[src/rtl/mem_arbiter.sv]
// mem_arbiter: merges the cpu instruction and data memory ports onto one external port,
// holding one pending request per port and routing each response back to its issuer.
module mem_arbiter #(
    parameter int PRIORITY = 0
) (
    input  logic        clock,
    input  logic        reset,
    input  logic        imemory_valid,
    input  logic        imemory_instr,
    input  logic [31:0] imemory_addr,
    input  logic [31:0] imemory_wdata,
    input  logic [3:0]  imemory_wstrb,
    output logic [31:0] imemory_rdata,
    output logic        imemory_ready,
    input  logic        dmemory_valid,
    input  logic        dmemory_instr,
    input  logic [31:0] dmemory_addr,
    input  logic [31:0] dmemory_wdata,
    input  logic [3:0]  dmemory_wstrb,
    output logic [31:0] dmemory_rdata,
    output logic        dmemory_ready,
    output logic        memory_valid,
    output logic        memory_instr,
    output logic [31:0] memory_addr,
    output logic [31:0] memory_wdata,
    output logic [3:0]  memory_wstrb,
    input  logic [31:0] memory_rdata,
    input  logic        memory_ready
);
    typedef enum logic [1:0] {IDLE, BUSY_I, BUSY_D} state_t;
    state_t      state_q;
    logic        pend_i_q, pend_d_q, last_d_q;
    logic        i_instr_q, d_instr_q;
    logic [31:0] i_addr_q, i_wdata_q, d_addr_q, d_wdata_q;
    logic [3:0]  i_wstrb_q, d_wstrb_q;
    logic        mem_valid_q, mem_instr_q;
    logic [31:0] mem_addr_q, mem_wdata_q;
    logic [3:0]  mem_wstrb_q;
    logic        i_ready_q, d_ready_q;
    logic [31:0] i_rdata_q, d_rdata_q;
    logic        grant_d;

    // data wins unless the instruction port is also pending and round-robin says it is its turn
    assign grant_d = pend_d_q && (!pend_i_q || PRIORITY == 0 || !last_d_q);

    always_ff @(posedge clock or posedge reset) begin
        if (reset) begin
            state_q     <= IDLE;
            pend_i_q    <= 1'b0;
            pend_d_q    <= 1'b0;
            last_d_q    <= 1'b1;
            i_instr_q   <= 1'b0;
            i_addr_q    <= '0;
            i_wdata_q   <= '0;
            i_wstrb_q   <= '0;
            d_instr_q   <= 1'b0;
            d_addr_q    <= '0;
            d_wdata_q   <= '0;
            d_wstrb_q   <= '0;
            mem_valid_q <= 1'b0;
            mem_instr_q <= 1'b0;
            mem_addr_q  <= '0;
            mem_wdata_q <= '0;
            mem_wstrb_q <= '0;
            i_ready_q   <= 1'b0;
            d_ready_q   <= 1'b0;
            i_rdata_q   <= '0;
            d_rdata_q   <= '0;
        end else begin
            mem_valid_q <= 1'b0;
            i_ready_q   <= 1'b0;
            d_ready_q   <= 1'b0;
            if (imemory_valid && !pend_i_q) begin
                pend_i_q  <= 1'b1;
                i_instr_q <= imemory_instr;
                i_addr_q  <= imemory_addr;
                i_wdata_q <= imemory_wdata;
                i_wstrb_q <= imemory_wstrb;
            end
            if (dmemory_valid && !pend_d_q) begin
                pend_d_q  <= 1'b1;
                d_instr_q <= dmemory_instr;
                d_addr_q  <= dmemory_addr;
                d_wdata_q <= dmemory_wdata;
                d_wstrb_q <= dmemory_wstrb;
            end
            case (state_q)
                IDLE: if (pend_i_q || pend_d_q) begin
                    state_q     <= grant_d ? BUSY_D : BUSY_I;
                    last_d_q    <= grant_d;
                    mem_valid_q <= 1'b1;
                    mem_instr_q <= grant_d ? d_instr_q : i_instr_q;
                    mem_addr_q  <= grant_d ? d_addr_q : i_addr_q;
                    mem_wdata_q <= grant_d ? d_wdata_q : i_wdata_q;
                    mem_wstrb_q <= grant_d ? d_wstrb_q : i_wstrb_q;
                end
                BUSY_I, BUSY_D: if (memory_ready) begin
                    state_q     <= IDLE;
                    mem_instr_q <= 1'b0;
                    mem_addr_q  <= '0;
                    mem_wdata_q <= '0;
                    mem_wstrb_q <= '0;
                    if (state_q == BUSY_I) begin
                        pend_i_q  <= 1'b0;
                        i_ready_q <= 1'b1;
                        i_rdata_q <= memory_rdata;
                    end else begin
                        pend_d_q  <= 1'b0;
                        d_ready_q <= 1'b1;
                        d_rdata_q <= memory_rdata;
                    end
                end
                default: state_q <= IDLE;
            endcase
        end
    end

    assign memory_valid  = mem_valid_q;
    assign memory_instr  = mem_instr_q;
    assign memory_addr   = mem_addr_q;
    assign memory_wdata  = mem_wdata_q;
    assign memory_wstrb  = mem_wstrb_q;
    assign imemory_ready = i_ready_q;
    assign imemory_rdata = i_rdata_q;
    assign dmemory_ready = d_ready_q;
    assign dmemory_rdata = d_rdata_q;
endmodule

[config.mk]
export PLATFORM = sky130hd
export DESIGN_NAME = mem_arbiter
export DESIGN_NICKNAME = d
export VERILOG_FILES = /design/src/rtl/mem_arbiter.sv
export SDC_FILE = /design/constraint.sdc
export NUM_CORES = 1
export LEC_CHECK = 0
export CAP_MARGIN = 5
export CORE_UTILIZATION = 44
export CTS_BUF_LIST = sky130_fd_sc_hd__clkbuf_16
export CTS_CLUSTER_DIAMETER = 200
export DETAILED_ROUTE_END_ITERATION = 6
export HOLD_SLACK_MARGIN = 0.1
export PLACE_DENSITY = 0.77
export SYNTH_ARGS = -nofsm -noshare
export SYNTH_HDL_FRONTEND = slang
export SYNTH_SLANG_ARGS = --single-unit
[constraint.sdc]
create_clock -name clock -period 8.3 [get_ports clock]
set_input_delay 1.245 -clock clock [delete_from_list [all_inputs] [get_ports clock]]
set_output_delay 1.245 -clock clock [all_outputs]
set_load 0.02 [all_outputs]
==> reports/summary.md, run 1 <==
Counting every sink on the clock net gives 278. The tools report the count of cell types in the netlist as 21. Yosys attributes the largest share of cell area to dfrtp_1 61%, mux2_2 26%, mux2i_1 6.2%.

The slew at the pin with the worst max-slew slack is 1.02 ns. The total vias in the final route is 7192. The final antenna diode count came out at 0.

Fraction of post-synthesis cell area in the top cell type by area: 61.3%. For the required time at the endpoint of the critical path, the log shows 8.71 ns. The count of H-tree levels built during CTS is 1. The largest total area in the synthesized netlist belongs to dfrtp_1. The via count of the first global-routing pass came out at 7923. The critical path goes through clkdlybuf4s50_1 > nor2b_4 > buf_4 > mux2_2.

The run gives 309 MHz as the highest achievable clock rate. Setup violations remaining at the end of the flow were counted as 0. For the final count of pins violating max slew, the log shows 0. After clock tree synthesis, the repair step resized 0 gates.

Commonest register cell after synthesis: dfrtp_1. After the last flow step, the layout net total stands at 1240. The synthesized netlist occupies a cell area of 11400 um^2.

The synthesized area per cell works out to 15.0 um^2. Clock latency on the worst-skew pair: 0.53 ns. The run finished with clean final reports. The tools report the violation count after the first detailed-routing iteration as 344.

The number of enable-type register cells in the synthesized netlist is 0. In this run the count of I/O pins placed on the die edge is 311. The mean number of vias per cell is 5.09. The root cell of the clock tree was clkbuf_16. The first-pass GRT wire length came out at 42.7 mm.

Category of the most critical setup path: input port to register. The congestion estimate from routability-driven global placement came to 0.746. Measured in cells, the most critical reg-to-reg path has a length of 6. The count of cells in the finished layout, fillers not included, comes to 1413.

Measured against its own limit, the worst slew margin works out to 32.0%. Sorting the synthesized cells by how often they occur yields 278 x dfrtp_1, 261 x mux2_2, 72 x nor2_1. The tools report the number of iterations in the first detailed-routing pass as 4. Setup repair after global routing left no endpoint under its margin. The placement row count is 58.

TritonCTS built the clock tree. The analysis attributes to cell leakage a power of 7.01 nW. The synthesis-stage register bit count works out to 278.

The tools report the reg-to-reg critical path startpoint as state_q[0]$_DFFE_PP0P_. The tools report the final hold violation count as 0. The tools report the synthesized netlist cell count as 758. The net count of the mapped netlist is 936. The number of setup buffers added after CTS is 0. Worst hold-check path type: register to register. The worst register-to-register path ends at dmemory_rdata[2]$_DFFE_PP0P_. The run gives 1921 as the number of filler instances in the final layout. Data on the critical path arrives at its endpoint at 3.66 ns. Compared with the post-synthesis result, the final layout area differs by 38.5%. Adding up every negative setup slack in the final design gives 0 ns. For this design, the slowest cell found on the critical path is nor2b_4. Max-cap violations in this run came to 0. The tools report the post-detailed-route DRC marker count as 0. The starting density of the core is 45.0%, and the delay of the slowest cell on the worst path is 0.83 ns. The total power draw is 6.58 mW.

The most common cell in the synthesized netlist is dfrtp_1. In the final routed layout, each cell accounts on average for 19.1 um. The horizontal die dimension came out at 163 um. Summed over all nets, the half-perimeter wirelength after detailed placement is 17.7 mm. The fraction of layout instances using a drive strength above 1 works out to 29.3%. For the worst clock skew, the log shows 0.00552 ns. Clock-pin slew was measured on the worst setup and hold paths at 0.06 ns. VDD sags by at most 0.294 mV. In this run the tool buffered the top-level ports with 310 buffer cells. The most critical setup path has its startpoint at dmemory_valid. Entering global routing, the biggest net connects 181 pins. Power spread over the standard cell area amounts to 418 nW/um^2.

The area of the core is 25300 um^2, and the overall global routing resource usage is 20.7%. The share of the clock period used by the worst path works out to 39.0%. In the synthesized netlist the async set-or-reset flop fraction comes to 100%. The top fanout value on the critical path came out at 39.

The worst path in the final design needs a cycle of 3.24 ns, including I/O delays and setup. Number of buffers created by CTS: 29. The share of the Yosys chip area taken by registers is 61.3%. The number of warnings issued by yosys was 0. Timing endpoint of the critical path: d_wdata_q[20]$_DFFE_PP0P_. The overall die area is 26400 um^2, and the total length of routed wires is 26.9 mm. For this run the aggregate overflow at the end of global routing stands at 0. The initial antenna violation count was 1; the number of buffers added to fix hold violations after cts was 0. From bottom edge to top edge, the die measures 163 um.

The type of destination of the critical path is a register. The launching element type of the critical path was an input port. Once detail routing completed, the nets flagged for antenna violations numbered 0.

The run gives 3 as the maximum count of clock buffers along a single path. Setup slack on the worst reg-to-reg path comes out at 5.22 ns. The tools report the cell total after placement as 1361.
[critical path: cells and delay by family]
kind                   cells  cell delay, ns
buffers and inverters      2            1.11
muxes                      1            0.40
and+or+nand+nor            1            0.83
[cell usage in the layout (no fill, tap or decap)]
cell	n
clkdlybuf4s50_1	310
dfrtp_1	277
mux2_2	261
nor2_1	72
mux2i_1	70
clkbuf_16	29
mux2_1	10
inv_1	8
clkinv_1	7
buf_4	7
clkinv_2	6
bufinv_16	6
nand2_1	3
nor2b_4	2
ha_1	2
a21oi_4	1
nand2b_1	1
o21ai_0	1
a21boi_0	1
nor2_4	1
o22a_1	1
a31oi_1	1
clkinvlp_4	1
a2bb2oi_1	1
o22ai_1	1
ha_2	1
dfrtp_4	1
buf_12	1
[kinds of logic (layout without fill, tap and decap cells)]
group	after synthesis	count (layout)	synth area share, %
buf+inv	50	375	2.18
mux	341	341	33.1
simple gates	79	79	2.70
compound gates	7	7	0.452
fa+ha+maj	3	3	0.331
flops	278	278	61.3
[worst min-delay path by stage]
stage                                  from                            to  depth (start not counted)
2_1_floorplan      i_addr_q[21]$_DFFE_PP0P_      i_addr_q[21]$_DFFE_PP0P_                          1
3_3_place_gp   memory_wdata[22]$_DFFE_PP0P_  memory_wdata[22]$_DFFE_PP0P_                          1
3_5_place_dp   memory_wdata[15]$_DFFE_PP0P_  memory_wdata[15]$_DFFE_PP0P_                          1
4_1_cts        memory_wdata[18]$_DFFE_PP0P_  memory_wdata[18]$_DFFE_PP0P_                          1
5_1_grt        memory_wdata[16]$_DFFE_PP0P_  memory_wdata[16]$_DFFE_PP0P_                          1
6_report       memory_wdata[22]$_DFFE_PP0P_  memory_wdata[22]$_DFFE_PP0P_                          1
[cell type report]
| cell class | count | area [um^2] | area share (%) |
|---|---|---|---|
| Clock buffer | 29 | 726 | 4.61 |
| Clock inverter | 23 | 251 | 1.60 |
| Inverter | 5 | 22.5 | 0.143 |
| Multi-Input combinational cell | 430 | 4180 | 26.6 |
| Sequential cell | 278 | 6960 | 44.3 |
| Tap cell | 330 | 413 | 2.63 |
| Timing Repair Buffer | 318 | 3180 | 20.2 |
[stage by stage]
step | worst slack [ns] | util (%) | hold slack (ns) | instance area (um^2)
floorplan | 3.38 | - | 0.480 | 11400
global placement | 4.51 | 58.4 | 0.469 | 14700
detailed placement | 4.47 | 58.4 | 0.479 | 14700
CTS | 5.05 | 62.3 | 0.496 | 15700
global route | 4.96 | 62.3 | 0.509 | 15700
finish | 5.06 | 62.3 | 0.493 | 15700
[sequential cells by signal, summed over array words and instances, names as in the netlist, 2 cells and up]
signal         flops
d_addr_q          32
d_wstrb_q          4
d_wdata_q         32
memory_wdata      32
state_q            2
dmemory_rdata     32
i_wdata_q         32
imemory_rdata     32
memory_addr       32
i_wstrb_q          4
i_addr_q          32
memory_wstrb       4
[routing by layer]
layer | wire length (um) | vias up | share of wire, % | track usage, %
met5 | 8 | - | 0.030 | 0
met4 | 655 | 2 | 2.4 | 5.35
met3 | 2440 | 49 | 9.0 | 7.03
met2 | 12500 | 267 | 46 | 34.0
met1 | 11400 | 3626 | 42 | 26.1
li1 | - | 3248 | - | -
[report_power, final]
| group | leakage, nW | internal [mW] | switching [mW] |
|---|---|---|---|
| combinational | 3.12 | 1.55 | 1.30 |
| sequential | 3.38 | 2.02 | 0.369 |
| clock | 0.498 | 0.816 | 0.519 |
| total | 7.01 | 4.39 | 2.19 |
Power figures use the tool's default switching activity.
==> run 2, diff against run 1 <==
- clock period: 8.3 -> 2.8 ns (I/O delays scaled with it)
==> reports/summary.md, run 2 (synthesized netlist as in run 1, its figures left out) <==
The internal power consumption is 12.8 mW (+190%). For the number of buffers added to fix hold violations after cts, the log shows 0 (unchanged). Area of the core: 25300 um^2 (unchanged). Final setup violation count: 0 (unchanged).

The tools report the number of top-level pins as 311 (unchanged). For the first-pass GRT wire length, the log shows 42.9 mm (+0.45%). For the cell total after placement, the log shows 1371 (+0.73%). The clock share of power was 18.6% (-1.7 points); the per-cell routed wire length was 18.9 um (-1.1%).

The share of total power consumed by net switching works out to 33.8% (+0.45 points). The run gives 18.3 mm (+3.0%) as the placed wire-length estimate after detailed placement. The tools report the quantity of gates resized following cts as 0 (unchanged).

The tools report the final instance area as 15800 um^2 (+0.66%). The mean number of vias per cell was 5.06 (-0.55%); the max-slew headroom at the worst pin was 53.5% (+21 points). The clock latency on the worst-skew pair came out at 0.54 ns (about the same). The run gives 30 (+3.4%) as the number of buffers created by CTS. In this design, the largest share of critical-path delay is due to multiplexers. Setup repair after global routing left no endpoint under its margin. The delay of the slowest cell on the worst path is 0.38 ns (-0.45 ns).

The run gives 278 (unchanged) as the CTS sink count. For the number of iterations in the first detailed-routing pass, the log shows 4 (unchanged). In this run the clock root is driven by a clkbuf_16. The count of nets left with antenna violations after detail routing was 0 (unchanged); the register clock-pin slew on the reported worst setup and hold paths was 0.06 ns (about the same).

The top fanout value on the critical path works out to 55 (+41%). The run gives 0 (unchanged) as the count of max-cap constraint violations. The run finished with clean final reports. The category of the most critical setup path was register to register. The quantity of I/O buffers inserted on ports was 310 (unchanged); the final count of pins violating max slew was 0 (unchanged). The cell area reported after detailed placement is 14900 um^2 (+1.3%), and the final hold violation count is 0 (unchanged). Post-detailed-route DRC marker count: 0 (unchanged). The combinational group share of total power came out at 45.1% (+1.8 points).

The most common cell after layout, fill and taps aside is clkdlybuf4s50_1. Final setup TNS: 0 ns (unchanged). For the overall global routing resource usage, the log shows 20.7% (+0.033 points).

For the last weighted congestion value of the routability-driven placer, the log shows 0.734 (-1.6%). The signal on the critical path passes through inv_1 > ha_2 > mux2i_1 > a21oi_4 > buf_12 > mux2_2. For the overall die area, the log shows 26400 um^2 (unchanged). The run gives 45.0% (unchanged) as the starting density of the core. For the final antenna diode count, the log shows 0 (unchanged). The maximum ir drop on the vdd rail is 0.972 mV (+230%), and the total power draw is 19.3 mW (+190%). Number of filler instances in the final layout: 1939 (+0.94%).

The tools report the launching element type of the critical path as a register. The tools report the non-filler instance count after layout as 1423 (+0.71%). The tools report the initial antenna violation count as 1 (unchanged). The count of H-tree levels built during CTS was 1 (unchanged). The tools report the placement row count as 58 (unchanged). In this run the worst hold path is classified as input port to async pin. Total length of routed wires: 26.8 mm (-0.40%).

Leaving out fill and tap cells, the most frequent cells in the layout are 310 x clkdlybuf4s50_1, 277 x dfrtp_1, 261 x mux2_2. For the maximum count of clock buffers along a single path, the log shows 3 (unchanged). The register share of total power is 36.3% (about the same), and the total overflow reported by the global router is 0 (unchanged). The setup slack after placement was 0.610 ns (-3.86 ns).

The cell at the slowest stage of the critical path was mux2_2. The tools report the final setup slack of the worst path as 0.697 ns (-4.36 ns). Number of buffers and inverters on the critical path: 2 (unchanged).

STA classifies the critical path endpoint as a register. The tools report the required time at the endpoint of the critical path as 3.21 ns (-5.50 ns). The ratio of total power to cell area works out to 1220 nW/um^2 (+190%). The violation count after the first detailed-routing iteration was 347 (+0.87%). The layout overhead on the synthesized area is 39.4%, and the slew at the pin with the worst max-slew slack is 0.698 ns (-0.320 ns).

The tools report the total vias in the final route as 7203 (+0.15%). The horizontal die dimension is 163 um (unchanged). The static leakage is 7.06 nW (+0.73%), and the highest achievable clock rate is 475 MHz. The endpoint arrival time on the critical path is 2.51 ns (-1.15 ns).

The tools report the via count of the first global-routing pass as 7915 (-0.10%). TritonCTS built the clock tree. The die height works out to 163 um (unchanged).

The largest net degree at the start of global routing is 64 (-65%), and the post-route worst hold slack is 0.220 ns (-0.273 ns). The number of buffers inserted by post-CTS setup repair came out at 0 (unchanged). The number of nets in the layout came out at 1251 (+0.89%). The final cell utilization of the core is 62.7% (+0.41 points), and the final critical-path required period is 2.10 ns. The share of the clock period used by the worst path is 75.1%, and the switching power total is 6.51 mW (+200%).

For the worst clock skew, the log shows 0.0161 ns (+0.0106 ns). The fraction of layout instances using a drive strength above 1 was 29.6% (+0.28 points).
==> run 2: layout make-up <==
class | count | area (um^2) | area share (%)
clock inverters | 21 | 118 | 0.743
repair buffers | 328 | 3360 | 21.2
flip-flops and latches | 278 | 6960 | 44.0
multi-input cells | 430 | 4180 | 26.4
clock buffers | 31 | 776 | 4.90
well taps | 330 | 413 | 2.61
inverters | 5 | 22.5 | 0.142
==> run 2: power groups by stage <==
stage | sequential (mW) | clock, mW | combinational (mW)
after floorplan | 7.92 | 0 | 4.57
after global placement | 6.99 | 0 | 8.58
after detailed placement | 7.07 | 0 | 8.76
after CTS | 7.03 | 3.70 | 8.81
after global routing | 7.24 | 3.85 | 9.36
final | 7.00 | 3.59 | 8.69
==> run 2: layer usage <==
metal	wire length (um)	vias up	GRT usage [%]
met2	12700	240	34.8
met5	8	-	0
met4	426	2	4.33
li1	-	3280	-
met1	11300	3647	26.0
met3	2390	34	6.88
==> run 2: path summary, 6_finish.rpt <==
path	start	cells past startpoint	slack, ns	endpoint
setup / recovery	state_q[1]$_DFFE_PP0P_	6	0.70	memory_wdata[8]$_DFFE_PP0P_
hold / removal	reset	2	0.22	d_wdata_q[26]$_DFFE_PP0P_
setup reg to reg	state_q[1]$_DFFE_PP0P_	6	0.70	memory_wdata[8]$_DFFE_PP0P_
hold reg to reg	memory_wdata[22]$_DFFE_PP0P_	1	0.49	memory_wdata[22]$_DFFE_PP0P_
max in group asynchronous	reset	3	1.93	i_addr_q[23]$_DFFE_PP0P_
min in group clock	memory_wdata[22]$_DFFE_PP0P_	1	0.49	memory_wdata[22]$_DFFE_PP0P_
==> run 2: worst reg2reg max path: stages (launching register included) <==
cell	delay [ns]
dfrtp_1	0.36
inv_1	0.16
ha_2	0.35
mux2i_1	0.17
a21oi_4	0.17
buf_12	0.29
mux2_2	0.48
